[config.mk]
export PLATFORM = sky130hd
export DESIGN_NAME = cpu_clk_ctrl_flat
export DESIGN_NICKNAME = d
export VERILOG_FILES = /design/src/rtl/cpu_clk_ctrl_pkg.sv /design/src/rtl/cpu_clk_ctrl_if.sv /design/src/rtl/cpu_clk_ctrl_sync_debounce.sv /design/src/rtl/cpu_clk_ctrl.sv /design/src/flat_wrapper.sv
export SDC_FILE = /design/constraint.sdc
export NUM_CORES = 1
export LEC_CHECK = 0
export BUFFER_PORTS_ARGS = -buffer_cell sky130_fd_sc_hd__buf_4
export CAP_MARGIN = 10
export CORE_ASPECT_RATIO = 1.5
export CORE_MARGIN = 4
export CORE_UTILIZATION = 55
export CTS_CLUSTER_SIZE = 20
export DETAILED_ROUTE_END_ITERATION = 8
export GPL_ROUTABILITY_DRIVEN = 0
export PLACE_DENSITY = 0.81
export REMOVE_ABC_BUFFERS = 1
export SETUP_SLACK_MARGIN = 0.1
export SKIP_LAST_GASP = 1
export SLEW_MARGIN = 20
export SYNTH_ARGS = -nofsm -noshare
export SYNTH_HDL_FRONTEND = slang
export SYNTH_SLANG_ARGS = --single-unit
[constraint.sdc]
create_clock -name clk -period 2.3 [get_ports clk]
set_input_delay 0.46 -clock clk [delete_from_list [all_inputs] [get_ports clk]]
set_output_delay 0.46 -clock clk [all_outputs]
set_load 0.05 [all_outputs]
[src/rtl/cpu_clk_ctrl_pkg.sv]
// Shared types and defaults for the CPU run-control block: state
// encoding, divider width and default timing parameters.
package cpu_ctrl_pkg;

    // Encoding matches state_out on the board display path.
    typedef enum logic [1:0] {
        ST_PAUSE = 2'd0,
        ST_RUN   = 2'd1,
        ST_STEP  = 2'd2,
        ST_HALT  = 2'd3
    } state_e;

    localparam int unsigned DIV_W      = 26;
    localparam int unsigned CE_CNT_W   = 32;

    localparam int unsigned DEBOUNCE_CYC_DEF = 1000000;
    localparam int unsigned DIV0_DEF         = 50000000;
    localparam int unsigned DIV1_DEF         = 5000000;
    localparam int unsigned DIV2_DEF         = 50000;
    localparam int unsigned DIV3_DEF         = 1;

    // Terminal divider value for a ce period of div clk cycles.
    function automatic logic [DIV_W-1:0] div_terminal(input int unsigned div);
        return DIV_W'(div - 1);
    endfunction

endpackage

[src/rtl/cpu_clk_ctrl_if.sv]
// Board-side control bundle of the run-control block: switch/button
// inputs, CPU halt, and the clock-enable/status outputs.
interface cpu_clk_ctrl_if;
    import cpu_ctrl_pkg::*;

    logic                sw_run;
    logic                btn_step;
    logic [1:0]          freq_sel;
    logic                cpu_halt;
    logic                ce_out;
    logic [1:0]          state_out;
    logic [CE_CNT_W-1:0] ce_count;

    // Driver side (board / testbench).
    modport master (
        output sw_run, btn_step, freq_sel, cpu_halt,
        input  ce_out, state_out, ce_count
    );

    // Run-control block side.
    modport slave (
        input  sw_run, btn_step, freq_sel, cpu_halt,
        output ce_out, state_out, ce_count
    );
endinterface

[src/rtl/cpu_clk_ctrl_sync_debounce.sv]
// Two-flop synchronizer followed by a debounce counter. The accepted
// level only flips after DEBOUNCE_CYC consecutive cycles in which the
// synced input differs from it; rise pulses for one cycle on an
// accepted 0->1 transition.
module sync_debounce
    import cpu_ctrl_pkg::*;
#(
    parameter int unsigned DEBOUNCE_CYC = DEBOUNCE_CYC_DEF
) (
    input  logic clk,
    input  logic rst,
    input  logic din,
    output logic level,
    output logic rise
);
    localparam int unsigned CNT_W = $clog2(DEBOUNCE_CYC + 1);
    localparam logic [CNT_W-1:0] CNT_LAST = CNT_W'(DEBOUNCE_CYC - 1);

    logic             meta_q, meta_d;
    logic             sync_q, sync_d;
    logic [CNT_W-1:0] cnt_q, cnt_d;
    logic             level_q, level_d;
    logic             rise_q, rise_d;

    // Next-state logic for synchronizer, debounce counter and edge pulse.
    always_comb begin
        // NOTE: every output gets a default first so no path leaves a
        // variable unassigned; otherwise synthesis would infer a latch.
        meta_d  = din;
        sync_d  = meta_q;
        cnt_d   = '0;
        level_d = level_q;
        rise_d  = 1'b0;
        if (sync_q != level_q) begin
            if (cnt_q == CNT_LAST) begin
                level_d = sync_q;
                rise_d  = sync_q;
            end else begin
                cnt_d = cnt_q + CNT_W'(1);
            end
        end
    end

    // State registers, cleared asynchronously.
    always_ff @(posedge clk or negedge rst) begin
        // NOTE: sequential state uses non-blocking assignments so every
        // flop samples the pre-edge value of every other flop.
        if (!rst) begin
            meta_q  <= 1'b0;
            sync_q  <= 1'b0;
            cnt_q   <= '0;
            level_q <= 1'b0;
            rise_q  <= 1'b0;
        end else begin
            meta_q  <= meta_d;
            sync_q  <= sync_d;
            cnt_q   <= cnt_d;
            level_q <= level_d;
            rise_q  <= rise_d;
        end
    end

    assign level = level_q;
    assign rise  = rise_q;
endmodule

[src/rtl/cpu_clk_ctrl.sv]
// CPU run-control: conditions the run switch and step button, then
// issues a registered clock-enable in RUN (divided), STEP (one pulse)
// or none in PAUSE/HALT, and counts issued enables.
module cpu_clk_ctrl
    import cpu_ctrl_pkg::*;
#(
    parameter int unsigned DEBOUNCE_CYC = DEBOUNCE_CYC_DEF,
    parameter int unsigned DIV0         = DIV0_DEF,
    parameter int unsigned DIV1         = DIV1_DEF,
    parameter int unsigned DIV2         = DIV2_DEF,
    parameter int unsigned DIV3         = DIV3_DEF
) (
    input  logic               clk,
    input  logic               rst,
    cpu_clk_ctrl_if.slave      bus
);
    localparam int unsigned DIV_MAX = 32'd1 << DIV_W;

    // Divider periods must be non-zero and fit the 26-bit divider.
    if (DIV0 == 0 || DIV0 > DIV_MAX || DIV1 == 0 || DIV1 > DIV_MAX ||
        DIV2 == 0 || DIV2 > DIV_MAX || DIV3 == 0 || DIV3 > DIV_MAX) begin : g_bad_div
        $error("cpu_clk_ctrl: DIVn must be in 1..2^26");
    end
    if (DEBOUNCE_CYC == 0) begin : g_bad_debounce
        $error("cpu_clk_ctrl: DEBOUNCE_CYC must be at least 1");
    end

    localparam logic [DIV_W-1:0] TERM0 = div_terminal(DIV0);
    localparam logic [DIV_W-1:0] TERM1 = div_terminal(DIV1);
    localparam logic [DIV_W-1:0] TERM2 = div_terminal(DIV2);
    localparam logic [DIV_W-1:0] TERM3 = div_terminal(DIV3);

    logic run_db, run_rise;
    logic step_db, step_rise;

    sync_debounce #(.DEBOUNCE_CYC(DEBOUNCE_CYC)) u_run_db (
        .clk   (clk),
        .rst   (rst),
        .din   (bus.sw_run),
        .level (run_db),
        .rise  (run_rise)
    );

    sync_debounce #(.DEBOUNCE_CYC(DEBOUNCE_CYC)) u_step_db (
        .clk   (clk),
        .rst   (rst),
        .din   (bus.btn_step),
        .level (step_db),
        .rise  (step_rise)
    );

    // Only the run level and the step edge drive the FSM.
    logic unused_ok;
    assign unused_ok = &{1'b1, run_rise, step_db};

    state_e              state_q, state_d;
    logic [DIV_W-1:0]    div_q, div_d;
    logic [DIV_W-1:0]    term;
    logic                ce_q, ce_d;
    logic [CE_CNT_W-1:0] ce_count_q, ce_count_d;

    // Terminal divider value for the currently selected rate.
    always_comb begin
        term = TERM0;
        case (bus.freq_sel)
            2'd0:    term = TERM0;
            2'd1:    term = TERM1;
            2'd2:    term = TERM2;
            default: term = TERM3;
        endcase
    end

    // Run-control FSM, divider and enable counter next-state logic.
    always_comb begin
        state_d    = state_q;
        div_d      = div_q;
        ce_d       = 1'b0;
        ce_count_d = ce_count_q + CE_CNT_W'(ce_q);
        case (state_q)
            ST_PAUSE: begin
                if (bus.cpu_halt) begin
                    state_d = ST_HALT;
                end else if (run_db) begin
                    state_d = ST_RUN;
                    div_d   = '0;
                end else if (step_rise) begin
                    state_d = ST_STEP;
                    ce_d    = 1'b1;
                end
            end
            ST_RUN: begin
                // Leaving RUN holds the divider and issues no partial pulse.
                if (bus.cpu_halt) begin
                    state_d = ST_HALT;
                end else if (!run_db) begin
                    state_d = ST_PAUSE;
                end else if (div_q == term) begin
                    ce_d  = 1'b1;
                    div_d = '0;
                end else if (div_q > term) begin
                    // Rate lowered below the current count: restart silently.
                    div_d = '0;
                end else begin
                    div_d = div_q + DIV_W'(1);
                end
            end
            ST_STEP: begin
                state_d = ST_PAUSE;
            end
            ST_HALT: begin
                if (!bus.cpu_halt && !run_db) begin
                    state_d = ST_PAUSE;
                end
            end
            default: begin
                state_d = ST_PAUSE;
            end
        endcase
    end

    // State, divider, enable and counter registers.
    always_ff @(posedge clk or negedge rst) begin
        if (!rst) begin
            state_q    <= ST_PAUSE;
            div_q      <= '0;
            ce_q       <= 1'b0;
            ce_count_q <= '0;
        end else begin
            state_q    <= state_d;
            div_q      <= div_d;
            ce_q       <= ce_d;
            ce_count_q <= ce_count_d;
        end
    end

    assign bus.ce_out    = ce_q;
    assign bus.state_out = state_q;
    assign bus.ce_count  = ce_count_q;
endmodule

[src/flat_wrapper.sv]
// flat-port wrapper written by rule: the top's interface ports become plain ports
module cpu_clk_ctrl_flat import cpu_ctrl_pkg::*;
#(
    parameter int unsigned DEBOUNCE_CYC = DEBOUNCE_CYC_DEF,
    parameter int unsigned DIV0         = DIV0_DEF,
    parameter int unsigned DIV1         = DIV1_DEF,
    parameter int unsigned DIV2         = DIV2_DEF,
    parameter int unsigned DIV3         = DIV3_DEF
)
  (clk, rst, bus_sw_run, bus_btn_step, bus_freq_sel, bus_cpu_halt, bus_ce_out, bus_state_out, bus_ce_count);
  cpu_clk_ctrl_if bus_i ();
  input  logic clk;
  input  logic rst;
  input wire logic [$bits(bus_i.sw_run)-1:0] bus_sw_run;
  input wire logic [$bits(bus_i.btn_step)-1:0] bus_btn_step;
  input wire logic [$bits(bus_i.freq_sel)-1:0] bus_freq_sel;
  input wire logic [$bits(bus_i.cpu_halt)-1:0] bus_cpu_halt;
  output wire logic [$bits(bus_i.ce_out)-1:0] bus_ce_out;
  output wire logic [$bits(bus_i.state_out)-1:0] bus_state_out;
  output wire logic [$bits(bus_i.ce_count)-1:0] bus_ce_count;
  assign bus_i.sw_run = bus_sw_run;
  assign bus_i.btn_step = bus_btn_step;
  assign bus_i.freq_sel = bus_freq_sel;
  assign bus_i.cpu_halt = bus_cpu_halt;
  assign bus_ce_out = bus_i.ce_out;
  assign bus_state_out = bus_i.state_out;
  assign bus_ce_count = bus_i.ce_count;
  cpu_clk_ctrl #(.DEBOUNCE_CYC(DEBOUNCE_CYC), .DIV0(DIV0), .DIV1(DIV1), .DIV2(DIV2), .DIV3(DIV3)) u_core (.clk(clk), .rst(rst), .bus(bus_i));
endmodule
; Word level (Yosys, flattened, before mapping)
; Index checks and enable logic that the tools add are counted.
[classes]
reduce_logical = 10
shifts = 0
n_lt_le_gt_ge = 1
n_div = 0
n_eq_ne = 17
mux = 28
n_addsub = 4
multipliers = 0
bitwise_logic = 0
[ops]
columns = cell, n
row1 = 2-to-1 mux 26 bit, 6
row2 = 2-to-1 mux 20 bit, 4
row3 = case mux 26 bit (3 select lines), 1
row4 = case mux 26 bit (2 select lines), 1
row5 = "adder 20 x 1 -> 20 bit, second input constant", 2
row6 = "== test 20 bit, second input constant", 2
row7 = adder 32 x 1 -> 32 bit, 1
row8 = "adder 26 x 1 -> 26 bit, second input constant", 1
row9 = == test 26 bit, 1
row10 = greater-than comparator 26 bit, 1
row11 = 2-to-1 mux 2 bit, 6
row12 = 2-to-1 mux 1 bit, 8
row13 = "inequality test 2 bit, second input constant", 4
row14 = case mux 2 bit (4 select lines), 1
row15 = "== test 2 bit, second input constant", 3
row16 = AND reduction 5 bit, 1
row17 = "== test 2 x 1 -> 1 bit, second input constant", 2
row18 = zero test 2 bit, 2
row19 = "inequality test 4 bit, second input constant", 1
row20 = AND reduction 2 bit, 2
row21 = "inequality test 3 bit, second input constant", 1
row22 = AND reduction 3 bit, 1
row23 = zero test 1 bit, 2
row24 = inequality test 1 bit, 2
row25 = 4 further kinds, 4
[totals]
register_bits = 108
latchBits = 0
mem_count = 0
rom_bits = 0
ramBits = 0
wordCells = 73
out_inout_bits = 35
input_bits = 7

; Longest topological paths before layout
; Gate-level depths: netlist (run 1).
[logic_depth]
ltp_word = 8
ltp_mapped = 12
mapped_depth_nobuf = 10

; By module
; From an unflattened synthesis (run 1), not the netlist that was laid out.
[hier_totals]
hier_cells = 588
hier_area_um2 = 5943.2
[by_module_without_submodules]
columns = module, n_inst, seq_area_each_um2, area_per_inst_um2, cells_per_inst
row1 = cpu_clk_ctrl, 1, 1526.5, 3573.4, 374
row2 = sync_debounce, 2, 600.6, 1184.9, 107

; Worst setup path after synthesis (run 1)
; OpenSTA, ideal clock, no wires.
[synth_path]
kind = input port to flip-flop
startpoint = input bus_freq_sel[0]
endpoint = register u_core.div_q[1]
setup_ps = 122
slack_ps = -390
path_buffers = 1
required_time_ps = 2178
arrival_time_ps = 2569
stages = 9
path_cell_list = inv_1 -> ha_1 -> inv_1 -> ha_1 -> nand4b_4 -> or4_4 -> o311a_1 -> buf_4 -> a32o_1
[synth_via]
elab_chain_len = 8
elab_cells_between_ends = 11
cone_classes = order compare: 1 / eq/ne: 3 / mux: 6 / reduce/logical: 1
[synth_rtl]
columns = element, line
row1 = from (decl), flat_wrapper.sv:16  ; input wire logic [$bits(bus_i.freq_sel)-1:0] bus_freq_sel;
row2 = == test 2 bit (tied with other cells), cpu_clk_ctrl.sv:65  ; case (bus.freq_sel)
row3 = case mux 26 bit (3 select lines) (*), cpu_clk_ctrl.sv:65
row4 = greater-than comparator 26 bit, cpu_clk_ctrl.sv:100  ; end else if (div_q > term) begin
row5 = 2-to-1 mux 26 bit, cpu_clk_ctrl.sv:100
row6 = 2-to-1 mux 26 bit (*), cpu_clk_ctrl.sv:97  ; end else if (div_q == term) begin
row7 = 2-to-1 mux 26 bit (*), cpu_clk_ctrl.sv:95  ; end else if (!run_db) begin
row8 = 2-to-1 mux 26 bit (*), cpu_clk_ctrl.sv:93  ; if (bus.cpu_halt) begin
row9 = case mux 26 bit (2 select lines) (*), cpu_clk_ctrl.sv:79  ; case (state_q)
row10 = to (signal assigned), cpu_clk_ctrl.sv:130  ; div_q <= div_d;
row11 = to (decl), cpu_clk_ctrl.sv:57  ; logic [DIV_W-1:0] div_q, div_d;
; Every way passes the cells marked *; elsewhere a longest branch is shown, timed or not. The select of a mux whose other input is x is not followed.
; A chain may end at the register's enable or synchronous reset.

; Worst setup path after layout (run 1)
[layout_path]
startpoint = input bus_freq_sel[0]
endpoint = register u_core.div_q[7]
; Same word-level chain as after synthesis.

==> results of run 1 <==
-- report_power, final --
part           internal [mW]  switching (mW)  total [mW]
registers               1.91          0.0163        1.93
logic                 0.0834           0.136       0.219
clock network          0.886           0.714        1.60
total                   2.88           0.866        3.75
-- timing repair --
item                                    CTS  global route
buffers inserted                         11             4
resized for setup                        49            20
endpoints found under the setup margin   28            68
gates cloned                              4             3
pin swaps                                15             7
-- sequential cells by signal (all words and copies together) (netlist names) --
name                     count
u_core.bus.state_out         2
u_core.u_step_db.level       1
u_core.u_run_db.cnt_q       20
u_core.u_run_db.sync_q       1
u_core.u_step_db.meta_q      1
u_core.u_step_db.cnt_q      20
u_core.u_step_db.sync_q      1
u_core.div_q                26
u_core.bus.ce_count         32
u_core.u_run_db.level        1
u_core.bus.ce_out            1
u_core.u_step_db.rise        1
u_core.u_run_db.meta_q       1
-- critical path, stage by stage --
cell and delay, ps:
buf_8 110, inv_6 50, buf_6 90, ha_4 130, o21bai_4 90, ha_4 280, nand3b_1 120, or4_4 590
o311a_4 420, buf_12 190, a31oi_1 200, mux2i_1 100
-- cells in the final DEF (no fill, tap or decap), types with 7 or more instances in the layout --
| cell type | netlist | final |
|---|---|---|
| a21oi_1 | 12 | 10 |
| a31oi_1 | 14 | 10 |
| and3_1 | 16 | 16 |
| buf_4 | 1 | 77 |
| clkbuf_16 | 0 | 11 |
| dfrtp_1 | 108 | 108 |
| ha_1 | 29 | 21 |
| ha_4 | 0 | 7 |
| inv_1 | 22 | 19 |
| nand2_1 | 56 | 55 |
| nand3_1 | 48 | 45 |
| nand4_1 | 29 | 29 |
| nor2_1 | 73 | 73 |
| nor3_1 | 13 | 11 |
| nor4_1 | 7 | 7 |
| o21ai_0 | 9 | 8 |
| xnor2_1 | 39 | 39 |
| xor2_1 | 29 | 29 |
-- cell type report --
type                            count  area [um^2]
Multi-Input combinational cell    447         3110
Sequential cell                   108         2700
Fill cell                         657         2860
Inverter                           22         97.6
Clock inverter                      6         71.3
Clock buffer                       10          239
Tap cell                          117          146
Timing Repair Buffer               95          913
-- routing by layer --
metal	wire length, um	vias up	track usage [%]
met3	1000	86	4.95
met1	5740	2498	28.6
li1	-	2272	-
met2	8650	264	45.9
met5	0	-	0
met4	874	0	14.6
-- logic make-up after synthesis --
family          synth area share, %
xor+xnor                       10.4
fa+ha+maj                      6.35
simple gates                   25.0
mux                            1.10
compound gates                 6.88
buf+inv                        2.96
flops                          47.3
-- worst paths after layout --
check | start | end | slack, ps | depth (start not counted)
min | rst | u_core.bus.ce_count[23]$_DFF_PN0_ | 30 | 1
min reg2reg | u_core.u_step_db.meta_q$_DFF_PN0_ | u_core.u_step_db.sync_q$_DFF_PN0_ | 350 | 0
max in group asynchronous | rst | u_core.div_q[18]$_DFFE_PN0P_ | 1640 | 2
max | bus_freq_sel[0] | u_core.div_q[7]$_DFFE_PN0P_ | -320 | 12
min in group clk | bus_sw_run | u_core.u_run_db.meta_q$_DFF_PN0_ | 210 | 1
max reg2reg | u_core.div_q[23]$_DFFE_PN0P_ | u_core.div_q[7]$_DFFE_PN0P_ | -230 | 7
-- through the flow --
step	power, mW	utilization [%]
after floorplan	2.04	-
after global placement	2.13	62.9
after detailed placement	2.14	62.9
after CTS	3.75	70.2
after global routing	3.87	71.8
final	3.75	71.8
==> results.cfg, run 1 <==
[outcome]
status = complete, but fails checks
violations = setup timing

[flow_run]
maxCapViolCount = 0

[power]
peakVddDrop_mv = 0.408
power_density_mw_per_mm2 = 515
p_leak_nw = 3.32

[floorplanning]
initial_utilization_pct = 56.3
core_mm2 = 0.0101
ios = 42
chipWidth_um = 91.2
die_area_mm2 = 0.0121
rows = 45
die_y_um = 133

[global_route]
grtUsageTotal_pct = 25.8
overflow = 0
grt_pass1_vias = 5058
grt_first_pass_wirelength_mm = 25.2
antenna_found_initial = 0
grt_max_degree = 47

[drt]
firstDrtPassIters = 5
drtIter0Drc = 353
wirelength_mm = 16.3
dr_total_vias = 5120
ant_nets = 0
wl_per_cell_um = 20.2
drt-vias-per-instance = 6.36
drc = 0

[placed_design]
dp_cells = 769
portBuffers = 41
dpl_cell_area_mm2 = 0.00637
dp_hpwl_mm = 9.51
dp_slack_ps = -744

[synth]
synth_common_cells = dfrtp_1 (108), nor2_1 (73), nand2_1 (56)
synth_warnings = 0
synthArstFlopShare_pct = 100
synth_cell_type_count = 51
yosysSeqAreaShare_pct = 47.3
yosys-top-cells-area = dfrtp_1 (47%), ha_1 (6.4%), xnor2_1 (6.0%), nor2_1 (4.8%), xor2_1 (4.4%)
netlist_instances = 592
synth_largest_area_cell = dfrtp_1
synth-seq-cells = 108
avgSynthCellArea_um2 = 9.65
ys.flop_type = dfrtp_1
yosysTopAreaCellShare_pct = 47.3
synth_edf_count = 0
netlist_area_mm2 = 0.00571
synth_most_common_cell = dfrtp_1

[clock_network]
clockBufferDepth = 2
cts-root-buf = clkbuf_16
hold_buffers = 0
cts_tree = done
htree_num_levels = 3
numCtsBuffers = 9
clk_pin_slew_ps = 70
worstSkewPairLatency_ps = 350
cts_sinks = 108

[timing]
finalSetupTns_ps = -6320
maxSlewViolCount = 0
slew_headroom_pct = 55.8
hold_viol = 0
skew_ps = 10.8
setup_slack_ps = -318
worst_slew_pin_slew_ps = 658
setup_viol = 27
rsz0062_at_grt = true
period_share_pct = 114
holdWs_ps = 29.1
fmax_ghz = 0.382
post-route-min-period_ps = 2620

[critical_path]
endpoint_kind = flip-flop
worstPathMaxFanout = 19
cp.required_ps = 2520
cp.arrival_ps = 2840
criticalPathCategory = in2reg
start_kind = primary input

[final_layout]
final_cell_count_no_fill = 805
fin_area_mm2 = 0.00728
drive_gt1_share_pct = 22.2
layout.nets = 719
area_delta_synth_final_pct = 27.4
num_antenna_cells = 0

[min_path]
hold_class = in2async
Note: power is estimated with default switching activity, not from simulation.
==> inputs of run 2 (changes only) <==
- SETUP_SLACK_MARGIN: 0.1 -> 0.4
==> run 2 against run 1 <==
Compared with the run above:
- the run still ends with setup timing left
- via count about the same
- largest power group unchanged
- final area is 2.8% higher
- clock skew increased by 3.1 ps
- combinational power rose by 4%
==> results.cfg, run 2 (synthesis gave the netlist of run 1 again) <==
[outcome]
status = complete, but fails checks
violations = setup timing

[power]
power_density_mw_per_mm2 = 504
p_leak_nw = 3.40
peakVddDrop_mv = 0.401

[timing]
rsz0062_at_grt = true
setup_slack_ps = -259
maxSlewViolCount = 0
hold_viol = 0
period_share_pct = 111
post-route-min-period_ps = 2560
slew_headroom_pct = 54.8
setup_viol = 27
skew_ps = 13.9
holdWs_ps = 37.1
worst_slew_pin_slew_ps = 675
fmax_ghz = 0.391

[clock_network]
cts_sinks = 108
clockBufferDepth = 2
numCtsBuffers = 9
htree_num_levels = 3
worstSkewPairLatency_ps = 350
cts_tree = done
clk_pin_slew_ps = 80
cts-root-buf = clkbuf_16
hold_buffers = 0

[final_layout]
final_cell_count_no_fill = 817
layout_commonest_cell = dfrtp_1
final.fill_count = 620
regArea_mm2 = 0.00271
area_delta_synth_final_pct = 30.9
layout_common_cells = dfrtp_1 (104), buf_4 (88), nor2_1 (70), nand2_1 (56), nand3_1 (42)
multi_input_area_mm2 = 0.00323
largest_reg_flops = 32
layout.nets = 731
drive_gt1_share_pct = 27.0
num_antenna_cells = 0

[critical_path]
worstPathMaxFanout = 5
criticalPathCategory = reg2reg
cp.required_ps = 2530
start_kind = flip-flop
r2r_cells = 7
slowest_stage = or4_4
r2r-start = u_core.div_q[23]$_DFFE_PN0P_
endpoint_kind = flip-flop
r2r_slack_ps = -260
worst_path_largest_cell_delay_ps = 600
crit_buf_inv = 1
reg2reg_to = u_core.div_q[23]$_DFFE_PN0P_
cp_top_family = simple AND/OR/NAND/NOR gates
crit_chain = ha_4 > nand4b_4 > or4_4 > o311a_4 > buf_16 > a31oi_1 > mux2i_1
cp.arrival_ps = 2790

[global_route]
grtUsageTotal_pct = 26.1
overflow = 0
grt_first_pass_wirelength_mm = 25.3
grt_pass1_vias = 5045
grt_max_degree = 47
antenna_found_initial = 0

[drt]
drc = 0
wl_per_cell_um = 20.0
firstDrtPassIters = 5
drt-vias-per-instance = 6.26
drtIter0Drc = 275
ant_nets = 0
wirelength_mm = 16.3
dr_total_vias = 5115

[placed_design]
dp_hpwl_mm = 9.51
portBuffers = 41
dp_cells = 769
dp_slack_ps = -744

[floorplanning]
die_y_um = 133
ios = 42
rows = 45
core_mm2 = 0.0101
die_area_mm2 = 0.0121
initial_utilization_pct = 56.3
chipWidth_um = 91.2

[min_path]
hold_class = in2async

[flow_run]
maxCapViolCount = 0
==> run 2: cell count changes in the layout (fill, tap and decap cells not counted), moves of 3 or more <==
cell and delta:
and4_1 -3, and4_4 +3, buf_4 +11, dfrtp_1 -4, dfrtp_2 +4, nand3_1 -3, nand3_2 +4, nor2_1 -3
nor4_1 -3
==> run 2: layout make-up <==
cell class / instances / share of cell area (%)
inverter: 22 / 1.31
timing repair buffer: 106 / 13.1
tap: 117 / 1.96
clock inverter: 6 / 0.954
sequential: 108 / 36.2
clock buffer: 10 / 3.20
multi-input combinational: 448 / 43.3
==> run 2: how the worst max path moves through the flow <==
stage / start / to / slack, ps / cells past startpoint
global route: bus_freq_sel[1] / u_core.div_q[23]$_DFFE_PN0P_ / -290 / 11
CTS: bus_freq_sel[0] / u_core.div_q[18]$_DFFE_PN0P_ / -160 / 14
finish: u_core.div_q[23]$_DFFE_PN0P_ / u_core.div_q[23]$_DFFE_PN0P_ / -260 / 7
global placement: bus_freq_sel[0] / u_core.div_q[9]$_DFFE_PN0P_ / -640 / 11
floorplan: bus_freq_sel[0] / u_core.div_q[22]$_DFFE_PN0P_ / -770 / 9
detailed placement: bus_freq_sel[1] / u_core.div_q[11]$_DFFE_PN0P_ / -740 / 11
==> run 2: timing repair <==
item / in CTS / in global routing
pin swaps: 16 / 20
endpoints found under the hold margin: 0 / 0
setup endpoints to repair: 79 / 72
cloned: 4 / 3
setup buffers: 12 / 13
resized for setup: 61 / 39
==> run 2: per-layer routing <==
metal | part of all wire (%) | track usage, % | wire length, um | vias to the layer above
met5 | 0 | 0 | 0 | -
met4 | 5.9 | 14.2 | 959 | 0
met3 | 5.4 | 4.84 | 887 | 78
met2 | 53 | 46.9 | 8710 | 242
met1 | 35 | 28.6 | 5760 | 2489
li1 | - | - | - | 2306
==> run 2: report_power, final <==
| group | leakage (nW) | internal, mW | switching (mW) | total (mW) |
|---|---|---|---|---|
| combinational | 1.80 | 0.0887 | 0.138 | 0.227 |
| sequential | 1.45 | 1.91 | 0.0161 | 1.93 |
| clock | 0.151 | 0.886 | 0.724 | 1.61 |
==> run 2: stage by stage <==
step | utilization, % | setup TNS [ps] | instance area, um^2 | power (mW)
detailed placement | 62.9 | -17620 | 6370 | 2.14
floorplan | - | -18010 | 5620 | 2.04
global route | 73.8 | -6080 | 7480 | 3.88
global placement | 62.9 | -15340 | 6370 | 2.13
finish | 73.8 | -5000 | 7480 | 3.77
CTS | 70.9 | -2770 | 7180 | 3.75
